===== config.mk =====
export PLATFORM = sky130hd
export DESIGN_NAME = tone_sequencer_flat
export DESIGN_NICKNAME = d
export VERILOG_FILES = /design/src/rtl/tone_sequencer_if.sv /design/src/rtl/tone_sequencer.sv /design/src/flat_wrapper.sv
export SDC_FILE = /design/constraint.sdc
export NUM_CORES = 1
export LEC_CHECK = 0
export ABC_AREA = 1
export ABC_CLOCK_PERIOD_IN_PS = 2330
export BUFFER_PORTS_ARGS = -buffer_cell sky130_fd_sc_hd__buf_2
export CORE_MARGIN = 5
export CORE_UTILIZATION = 50
export CTS_BUF_LIST = sky130_fd_sc_hd__clkbuf_4 sky130_fd_sc_hd__clkbuf_8 sky130_fd_sc_hd__clkbuf_16
export DETAILED_ROUTE_END_ITERATION = 8
export PLACE_DENSITY = 0.73
export SLEW_MARGIN = 20
export SYNTH_ARGS = -nofsm -noshare
export SYNTH_HDL_FRONTEND = slang
export SYNTH_SLANG_ARGS = --single-unit

===== constraint.sdc =====
create_clock -name clk -period 2.33 [get_ports clk]
set_clock_uncertainty 0.05 [all_clocks]
set_input_delay 0.233 -clock clk [delete_from_list [all_inputs] [get_ports clk]]
set_output_delay 0.233 -clock clk [all_outputs]
set_load 0.05 [all_outputs]

===== src/rtl/tone_sequencer_if.sv =====
// rtl/tone_sequencer_if.sv - control/status bundle between the tone sequencer and its controller
// Optional table-write signals exist only when TONE_SEQ_WRITE_EN is defined.
interface tone_sequencer_if #(
    parameter int STEPS = 16
);
    logic                     start;
    logic                     stop;
    logic                     pause;
    logic                     loop;
    logic [4:0]               F_select;
    logic                     busy;
    logic [$clog2(STEPS)-1:0] step_idx;
    logic                     step_strobe;
    logic                     done;
`ifdef TONE_SEQ_WRITE_EN
    logic                     wr_en;
    logic [$clog2(STEPS)-1:0] wr_addr;
    logic [7:0]               wr_data;

    modport master (
        output start, stop, pause, loop, wr_en, wr_addr, wr_data,
        input  F_select, busy, step_idx, step_strobe, done
    );
    modport slave (
        input  start, stop, pause, loop, wr_en, wr_addr, wr_data,
        output F_select, busy, step_idx, step_strobe, done
    );
`else
    modport master (
        output start, stop, pause, loop,
        input  F_select, busy, step_idx, step_strobe, done
    );
    modport slave (
        input  start, stop, pause, loop,
        output F_select, busy, step_idx, step_strobe, done
    );
`endif
endinterface


===== src/rtl/tone_sequencer.sv =====
// rtl/tone_sequencer.sv - steps a code/duration pattern table to drive a divider F_select
// Macro TONE_SEQ_WRITE_EN turns the constant table into a writable register array.
module tone_sequencer #(
    parameter int TICK_DIV = 1000,
    parameter int STEPS    = 16
) (
    input  logic              clk,
    input  logic              reset_n,
    tone_sequencer_if.slave   bus
);
    localparam int IW = $clog2(STEPS);
    localparam int PW = $clog2(TICK_DIV);
    localparam logic [PW-1:0] PRE_MAX  = PW'(TICK_DIV - 1);
    localparam logic [IW-1:0] LAST_IDX = IW'(STEPS - 1);

    typedef enum logic [1:0] {IDLE, PLAY, PAUSE} state_t;

    // Entry layout {code[4:0], dur[1:0]}
    function automatic logic [6:0] hw_entry(input int i);
        logic [4:0] code;
        code = 5'((i % 31) + 1);
        return {code, 2'(i)};
    endfunction

    state_t        r_state, w_state_nxt;
    logic [PW-1:0] r_pre, w_pre_nxt;
    logic [2:0]    r_rem, w_rem_nxt;
    logic [IW-1:0] r_idx, w_idx_nxt;
    logic [4:0]    r_fsel, w_fsel_nxt;
    logic [4:0]    r_code, w_code_nxt;
    logic          r_strobe, w_strobe_nxt;
    logic          r_done, w_done_nxt;
    logic          w_run;
    logic [IW-1:0] w_load_idx;
    logic [6:0]    w_load_entry;

    assign w_load_idx = (r_state == IDLE) ? '0 : r_idx + 1'b1;

`ifdef TONE_SEQ_WRITE_EN
    logic [6:0] r_pattern [STEPS];

    always_ff @(posedge clk) begin
        if (!reset_n) begin
            for (int i = 0; i < STEPS; i++) r_pattern[i] <= hw_entry(i);
        end else if (bus.wr_en) begin
            r_pattern[bus.wr_addr] <= {bus.wr_data[7:3], bus.wr_data[1:0]};
        end
    end

    assign w_load_entry = r_pattern[w_load_idx];
`else
    assign w_load_entry = hw_entry(int'(w_load_idx));
`endif

    always_ff @(posedge clk) begin
        if (!reset_n) begin
            r_state  <= IDLE;
            r_pre    <= '0;
            r_rem    <= '0;
            r_idx    <= '0;
            r_fsel   <= '0;
            r_code   <= '0;
            r_strobe <= 1'b0;
            r_done   <= 1'b0;
        end else begin
            r_state  <= w_state_nxt;
            r_pre    <= w_pre_nxt;
            r_rem    <= w_rem_nxt;
            r_idx    <= w_idx_nxt;
            r_fsel   <= w_fsel_nxt;
            r_code   <= w_code_nxt;
            r_strobe <= w_strobe_nxt;
            r_done   <= w_done_nxt;
        end
    end

    always_comb begin
        w_state_nxt  = r_state;
        w_pre_nxt    = r_pre;
        w_rem_nxt    = r_rem;
        w_idx_nxt    = r_idx;
        w_fsel_nxt   = r_fsel;
        w_code_nxt   = r_code;
        w_strobe_nxt = 1'b0;
        w_done_nxt   = 1'b0;
        w_run        = 1'b0;

        case (r_state)
            IDLE: begin
                w_fsel_nxt = '0;
                if (bus.start && !bus.stop) begin
                    w_state_nxt  = PLAY;
                    w_idx_nxt    = '0;
                    w_fsel_nxt   = w_load_entry[6:2];
                    w_code_nxt   = w_load_entry[6:2];
                    w_strobe_nxt = 1'b1;
                    w_pre_nxt    = '0;
                    w_rem_nxt    = {1'b0, w_load_entry[1:0]} + 3'd1;
                end
            end
            PLAY: begin
                if (bus.stop) begin
                    w_state_nxt = IDLE;
                end else if (bus.pause) begin
                    // Entering pause swallows this edge's count, including a coincident tick
                    w_state_nxt = PAUSE;
                    w_fsel_nxt  = '0;
                end else begin
                    w_run = 1'b1;
                end
            end
            PAUSE: begin
                if (bus.stop) begin
                    w_state_nxt = IDLE;
                end else if (!bus.pause) begin
                    // The resume edge counts so the hold grows by exactly the paused cycles
                    w_state_nxt = PLAY;
                    w_fsel_nxt  = r_code;
                    w_run       = 1'b1;
                end
            end
            default: w_state_nxt = IDLE;
        endcase

        if (w_state_nxt == IDLE && r_state != IDLE) begin
            w_fsel_nxt = '0;
            w_idx_nxt  = '0;
            w_pre_nxt  = '0;
            w_rem_nxt  = '0;
        end

        if (w_run) begin
            if (r_pre == PRE_MAX) begin
                w_pre_nxt = '0;
                if (r_rem == 3'd1) begin
                    if (r_idx == LAST_IDX && !bus.loop) begin
                        w_state_nxt = IDLE;
                        w_fsel_nxt  = '0;
                        w_idx_nxt   = '0;
                        w_rem_nxt   = '0;
                        w_done_nxt  = 1'b1;
                    end else begin
                        w_idx_nxt    = w_load_idx;
                        w_fsel_nxt   = w_load_entry[6:2];
                        w_code_nxt   = w_load_entry[6:2];
                        w_rem_nxt    = {1'b0, w_load_entry[1:0]} + 3'd1;
                        w_strobe_nxt = 1'b1;
                    end
                end else begin
                    w_rem_nxt = r_rem - 3'd1;
                end
            end else begin
                w_pre_nxt = r_pre + 1'b1;
            end
        end
    end

    assign bus.F_select    = r_fsel;
    assign bus.busy        = (r_state != IDLE);
    assign bus.step_idx    = r_idx;
    assign bus.step_strobe = r_strobe;
    assign bus.done        = r_done;
endmodule


===== src/flat_wrapper.sv =====
// flat-port wrapper written by rule: the top's interface ports become plain ports
module tone_sequencer_flat 
#(
    parameter int TICK_DIV = 1000,
    parameter int STEPS    = 16
)
  (clk, reset_n, bus_start, bus_stop, bus_pause, bus_loop, bus_F_select, bus_busy, bus_step_idx, bus_step_strobe, bus_done);
  tone_sequencer_if #(.STEPS(STEPS)) bus_i ();
  input  logic clk;
  input  logic reset_n;
  input wire logic [$bits(bus_i.start)-1:0] bus_start;
  input wire logic [$bits(bus_i.stop)-1:0] bus_stop;
  input wire logic [$bits(bus_i.pause)-1:0] bus_pause;
  input wire logic [$bits(bus_i.loop)-1:0] bus_loop;
  output wire logic [$bits(bus_i.F_select)-1:0] bus_F_select;
  output wire logic [$bits(bus_i.busy)-1:0] bus_busy;
  output wire logic [$bits(bus_i.step_idx)-1:0] bus_step_idx;
  output wire logic [$bits(bus_i.step_strobe)-1:0] bus_step_strobe;
  output wire logic [$bits(bus_i.done)-1:0] bus_done;
  assign bus_i.start = bus_start;
  assign bus_i.stop = bus_stop;
  assign bus_i.pause = bus_pause;
  assign bus_i.loop = bus_loop;
  assign bus_F_select = bus_i.F_select;
  assign bus_busy = bus_i.busy;
  assign bus_step_idx = bus_i.step_idx;
  assign bus_step_strobe = bus_i.step_strobe;
  assign bus_done = bus_i.done;
  tone_sequencer #(.TICK_DIV(TICK_DIV), .STEPS(STEPS)) u_core (.clk(clk), .reset_n(reset_n), .bus(bus_i));
endmodule

# Word level (Yosys, flattened, before mapping)
# Cells that the tools add are included.
# word_totals
register_bits	31
latch_bits	0
mem_bits_rw	0
mem_bits_ro	0
input_bits	6
out_inout_bits	12
elab_cells	89
memories	0
# op_classes
addsub	5
mul	0
n_div	1
magnitude_cmp	0
eq_ne	5
shift	0
muxes	57
n_bitwise	0
n_reduce_logical	13
# op_table
cell	n
$mux 5	16
$mux 10	5
$mod 5x6->32 const B	1
$mux 4	8
$mux 3	7
$mux 2	9
$pmux 5 s3	1
$add 10x1->10 const B	1
$eq 10x10->1 const B	1
$mux 1	10
$pmux 2 s3	1
$reduce_bool 3->1	2
$add 5x2->5 const B	1
$add 4x1->4 const B	1
$eq 4x4->1 const B	1
$logic_not 2->1	2
$reduce_and 4->1	1
$add 2x1->3 const B	1
$eq 3x1->1 const B	1
$logic_and 1x1->1	3
$sub 3x1->3 const B	1
$eq 2x1->1 const B	1
$eq 2x2->1 const B	1
$logic_not 1->1	2
other kinds (3)	3

# Depth between registers and ports, before layout
# logic_depth
ltp_word	10
mapped_depth	11
ltp_nobuf	10

# Least setup slack after synthesis
# No wires, ideal clock.
# synth_path
path_kind	reg2reg
start	register u_core.r_idx[0], in the netlist u_core.bus.step_idx[0]
end	register u_core.r_code[1]
setup_ns	0.112
t_arrival_ns	1.793
t_required_ns	2.168
path_slack_ns	0.375
stages_incl_launch_ff	11
n_path_buf	0
synth_period_minus_slack_ns	1.955
cell_sequence	dfxtp_1 ha_1 nand2_2 nor3_2 inv_1 nand2_4 nor2_8 nor2_4 nor2_8 nand2_1 nand2_1
# synth_between
elab_chain_cells	10
elab_cells_between_ends	12
cone_classes	add/sub (2); div (1); eq/ne (1); mux (7); reduce/logical (1)
# synth_lines
element	line	text
from (decl)	tone_sequencer.sv:28	logic [IW-1:0] r_idx, w_idx_nxt;
from (signal assigned)	tone_sequencer.sv:69	r_idx <= w_idx_nxt;
$add 4x1->4	tone_sequencer.sv:37	assign w_load_idx = (r_state == IDLE) ? '0 : r_idx + 1'b1;
$mux 4	tone_sequencer.sv:37	
$mod 5x6->32	tone_sequencer.sv:21	code = 5'((i % 31) + 1);
$add 5x2->5	tone_sequencer.sv:21	
$mux 5	tone_sequencer.sv:91	if (bus.start && !bus.stop) begin
$mux 5	tone_sequencer.sv:88	case (r_state)
$mux 5	tone_sequencer.sv:136	if (r_idx == LAST_IDX && !bus.loop) begin
$mux 5	tone_sequencer.sv:135	if (r_rem == 3'd1) begin
$mux 5	tone_sequencer.sv:133	if (r_pre == PRE_MAX) begin
$mux 5 (*)	tone_sequencer.sv:132	if (w_run) begin
to (signal assigned)	tone_sequencer.sv:71	r_code <= w_code_nxt;
to (decl)	tone_sequencer.sv:30	logic [4:0] r_code, w_code_nxt;
# Every way passes the cells marked *; elsewhere a longest branch is shown, timed or not.
# A chain may end at the register's enable or synchronous reset.

# Final worst setup path
# layout_path
start	register u_core.r_state[1]
end	register u_core.r_fsel[1], in the netlist u_core.bus.F_select[1]
# layout_between
elab_chain_cells	10
elab_cells_between_ends	24
cone_classes	add/sub (1); div (1); eq/ne (2); mux (15); reduce/logical (5)
# layout_lines
element	line	text
from (decl)	tone_sequencer.sv:25	state_t r_state, w_state_nxt;
from (signal assigned)	tone_sequencer.sv:66	r_state <= w_state_nxt;
$logic_not 2->1	tone_sequencer.sv:37, tone_sequencer.sv:88	
$mux 4	tone_sequencer.sv:37	
$mod 5x6->32	tone_sequencer.sv:21	
$add 5x2->5	tone_sequencer.sv:21	
$mux 5	tone_sequencer.sv:91	
$pmux 5 s3	tone_sequencer.sv:88	
$mux 5	tone_sequencer.sv:125	if (w_state_nxt == IDLE && r_state != IDLE) begin
$mux 5	tone_sequencer.sv:135	
$mux 5	tone_sequencer.sv:133	
$mux 5 (*)	tone_sequencer.sv:132	
to (signal assigned)	tone_sequencer.sv:70	r_fsel <= w_fsel_nxt;
to (decl)	tone_sequencer.sv:29	logic [4:0] r_fsel, w_fsel_nxt;
# Marked as above.

==> flow_metrics.env <==
export IMPL_status="finished clean"
export IMPL_path_class="reg2reg"
export IMPL_cts_buffers=5
export IMPL_synth_main_ff_cell="dfxtp_1"
export IMPL_hold_viol=0
export IMPL_wl_met3_um=326
export IMPL_cts_root_buf="clkbuf_8"
export IMPL_min_path_type="in2reg"
export IMPL_port_buffers=17
export IMPL_synth_compound_gate_area_share_pct=11.9
export IMPL_ios=18
export IMPL_synthAdderAreaFrac_pct=5.58
export IMPL_yosys_area_top_type="dfxtp_1"
export IMPL_cts_htree_levels=2
export IMPL_finalNetCount=322
export IMPL_core_area_um2=3940
export IMPL_fin_crit_ps=1960
export IMPL_wire_per_inst_um=13.0
export IMPL_hold_buffers=0
export IMPL_drv_cap=0
export IMPL_synth_top_family_by_area="simple AND/OR/NAND/NOR gates"
export IMPL_routed_wl_met2_um=2030
export IMPL_setup_tns_final_ps=0
export IMPL_grt_pass1_wl_um=7850
export IMPL_grt_pass1_vias=1691
export IMPL_yosysTopAreaCellShare_pct=30.8
export IMPL_m1WireLength_um=2230
export IMPL_synth_area_leaders="dfxtp_1 31%, nand2_1 13%, nand3_1 9.7%"
export IMPL_relSlewSlack_pct=60.5
export IMPL_dr_pass1_iters=5
export IMPL_ys_seq_area_share_pct=30.8
export IMPL_drc=0
export IMPL_via_per_inst=5.32
export IMPL_dpl_cell_count=350
export IMPL_p_per_area_nw_per_um2=539
export IMPL_antenna_found_initial=0
export IMPL_fin_cells=358
export IMPL_drv_slew=0
export IMPL_placementRows=23
export IMPL_crit_fanout=6
export IMPL_tightest_slew_ps=592
export IMPL_grt_max_degree=21
export IMPL_fmax_ghz=0.511
export IMPL_clkSinkCount=31
export IMPL_synthMuxAreaShare_pct=0
export IMPL_routed_wirelength_um=4660
export IMPL_setup_viol=0
export IMPL_peakVddDrop_mv=0.428
export IMPL_vias=1904
export IMPL_yosys_area_share_simple_pct=41.4
export IMPL_clock_latency_ps=280
export IMPL_die_w_um=73.5
export IMPL_die_area_um2=5400
export IMPL_clkTransAtPathRegs_ps=70
export IMPL_yosysWarningCount=0
export IMPL_synth_edf_count=0
export IMPL_syn_to_final_growth_pct=10.9
export IMPL_worstPathRequired_ps=2430
export IMPL_synth_cells=287
export IMPL_drive_gt1_share_pct=18.5
export IMPL_postCtsSetupBuffers=0
export IMPL_gp_congestion=0.901
export IMPL_grtUsageTotal_pct=18.5
export IMPL_netlist_top_cells_count="70 x nand2_1, 39 x nand3_1, 31 x dfxtp_1"
export IMPL_total_power_w=0.00120
export IMPL_yosysMostFrequentCell="nand2_1"
export IMPL_rsz0062_at_grt="false"
export IMPL_start_util_pct=51.2
export IMPL_diodes=0
export IMPL_highest_layer="met4"
export IMPL_syn_cell_area_um2=2020
export IMPL_syn_avg_cell_area_um2=7.03
export IMPL_drtAntennaViolNets=0
export IMPL_p_leak_nw=1.01
export IMPL_arrival_ps=2060
export IMPL_endpoint_kind="flip-flop"
export IMPL_start_kind="flip-flop"
export IMPL_synth_xor_area_share_pct=0.868
export IMPL_cts_resized=0
export IMPL_timing_final_crit_share_pct=84.1
export IMPL_ys_ff_latch=31
export IMPL_clock_path_buffers=2
export IMPL_cts_tree="done"
export IMPL_synth_nets=302
export IMPL_fp_dieH_um=73.5
export IMPL_drt_iter0_drc=106
export IMPL_overflow=0
export IMPL_place_hpwl_um=3530
export IMPL_synth_cell_types=32
export IMPL_synthArstFlopShare_pct=0
-- kinds of logic (layout without fill, tap and decap cells) --
kind of cell,after synthesis,in the layout
adders and majority gates,9,9
xor gates and xnor gates,2,2
and+or+nand+nor,157,157
DFF,31,31
buffers and inverters,42,63
AOI/OAI and AO/OA,46,46
-- where the power goes --
group,switching (W),internal [W],total [W],leakage (nW)
registers,0.00000612,0.000539,0.000545,0.251
clock network,0.000207,0.000281,0.000488,0.0549
logic,0.000123,0.0000482,0.000171,0.702
-- layout by cell type, fill, tap and decap left out, types with 3 or more instances in the layout --
master,instances
nand2_1,70
nand3_1,39
dfxtp_1,31
inv_1,29
a21oi_1,27
buf_2,17
nor2_1,16
o21ai_0,14
ha_1,9
nand4_1,7
clkbuf_8,7
nor2_4,6
inv_2,5
nand2_4,3
nand2_2,3
nor3_2,3
buf_4,3
-- sequential cells by signal (all words and copies together), names as in the netlist --
signal	flops
u_core.r_pre	10
u_core.bus.F_select	5
u_core.r_code	5
u_core.bus.step_idx	4
u_core.r_rem	3
u_core.r_state	2
u_core.bus.done	1
u_core.bus.step_strobe	1
-- per-stage QoR --
stage,hold WS [ps],instance area (um2),worst slack [ps],utilization [%]
2_1_floorplan,371,2020,375,-
3_3_place_gp,392,2130,400,54.1
3_5_place_dp,394,2130,392,54.1
4_1_cts,226,2240,385,56.7
5_1_grt,253,2240,227,56.7
6_report,233,2240,371,56.7
-- area by class of cell --
cell class,instances,area (um2)
flip-flops and latches,31,621
fillers,371,1710
inverters,35,136
well taps,50,62.6
clock buffers,8,104
multi-input cells,214,1200
repair buffers,20,108
-- path summary, 6_finish.rpt --
kind                                                    from  depth (start not counted)                                 to  slack (ps)
worst max-delay path            u_core.r_state[1]$_SDFF_PN0_                         10  u_core.bus.F_select[1]$_SDFF_PN0_         370
worst min-delay path                                 reset_n                          3       u_core.r_pre[8]$_SDFFE_PN0P_         230
worst max register to register  u_core.r_state[1]$_SDFF_PN0_                         10  u_core.bus.F_select[1]$_SDFF_PN0_         370
worst min register to register   u_core.r_code[0]$_SDFF_PN0_                          2        u_core.r_code[0]$_SDFF_PN0_         410
-- critical path, stage by stage (launching register included) --
cell,delay [ps]
dfxtp_1,390
inv_1,110
ha_1,280
nor2_1,270
ha_1,340
nand2_1,110
nand2_1,50
nand2_1,50
nand2_1,50
nand3_1,60
a21oi_1,60
-- metal layers --
| layer | global-route usage, % | up-vias |
|---|---|---|
| li1 | - | 993 |
| met1 | 25.6 | 849 |
| met2 | 28.0 | 54 |
| met3 | 4.38 | 8 |
| met4 | 6.44 | 0 |
| met5 | 0 | - |
No activity file was read; power rests on OpenSTA's default activity.
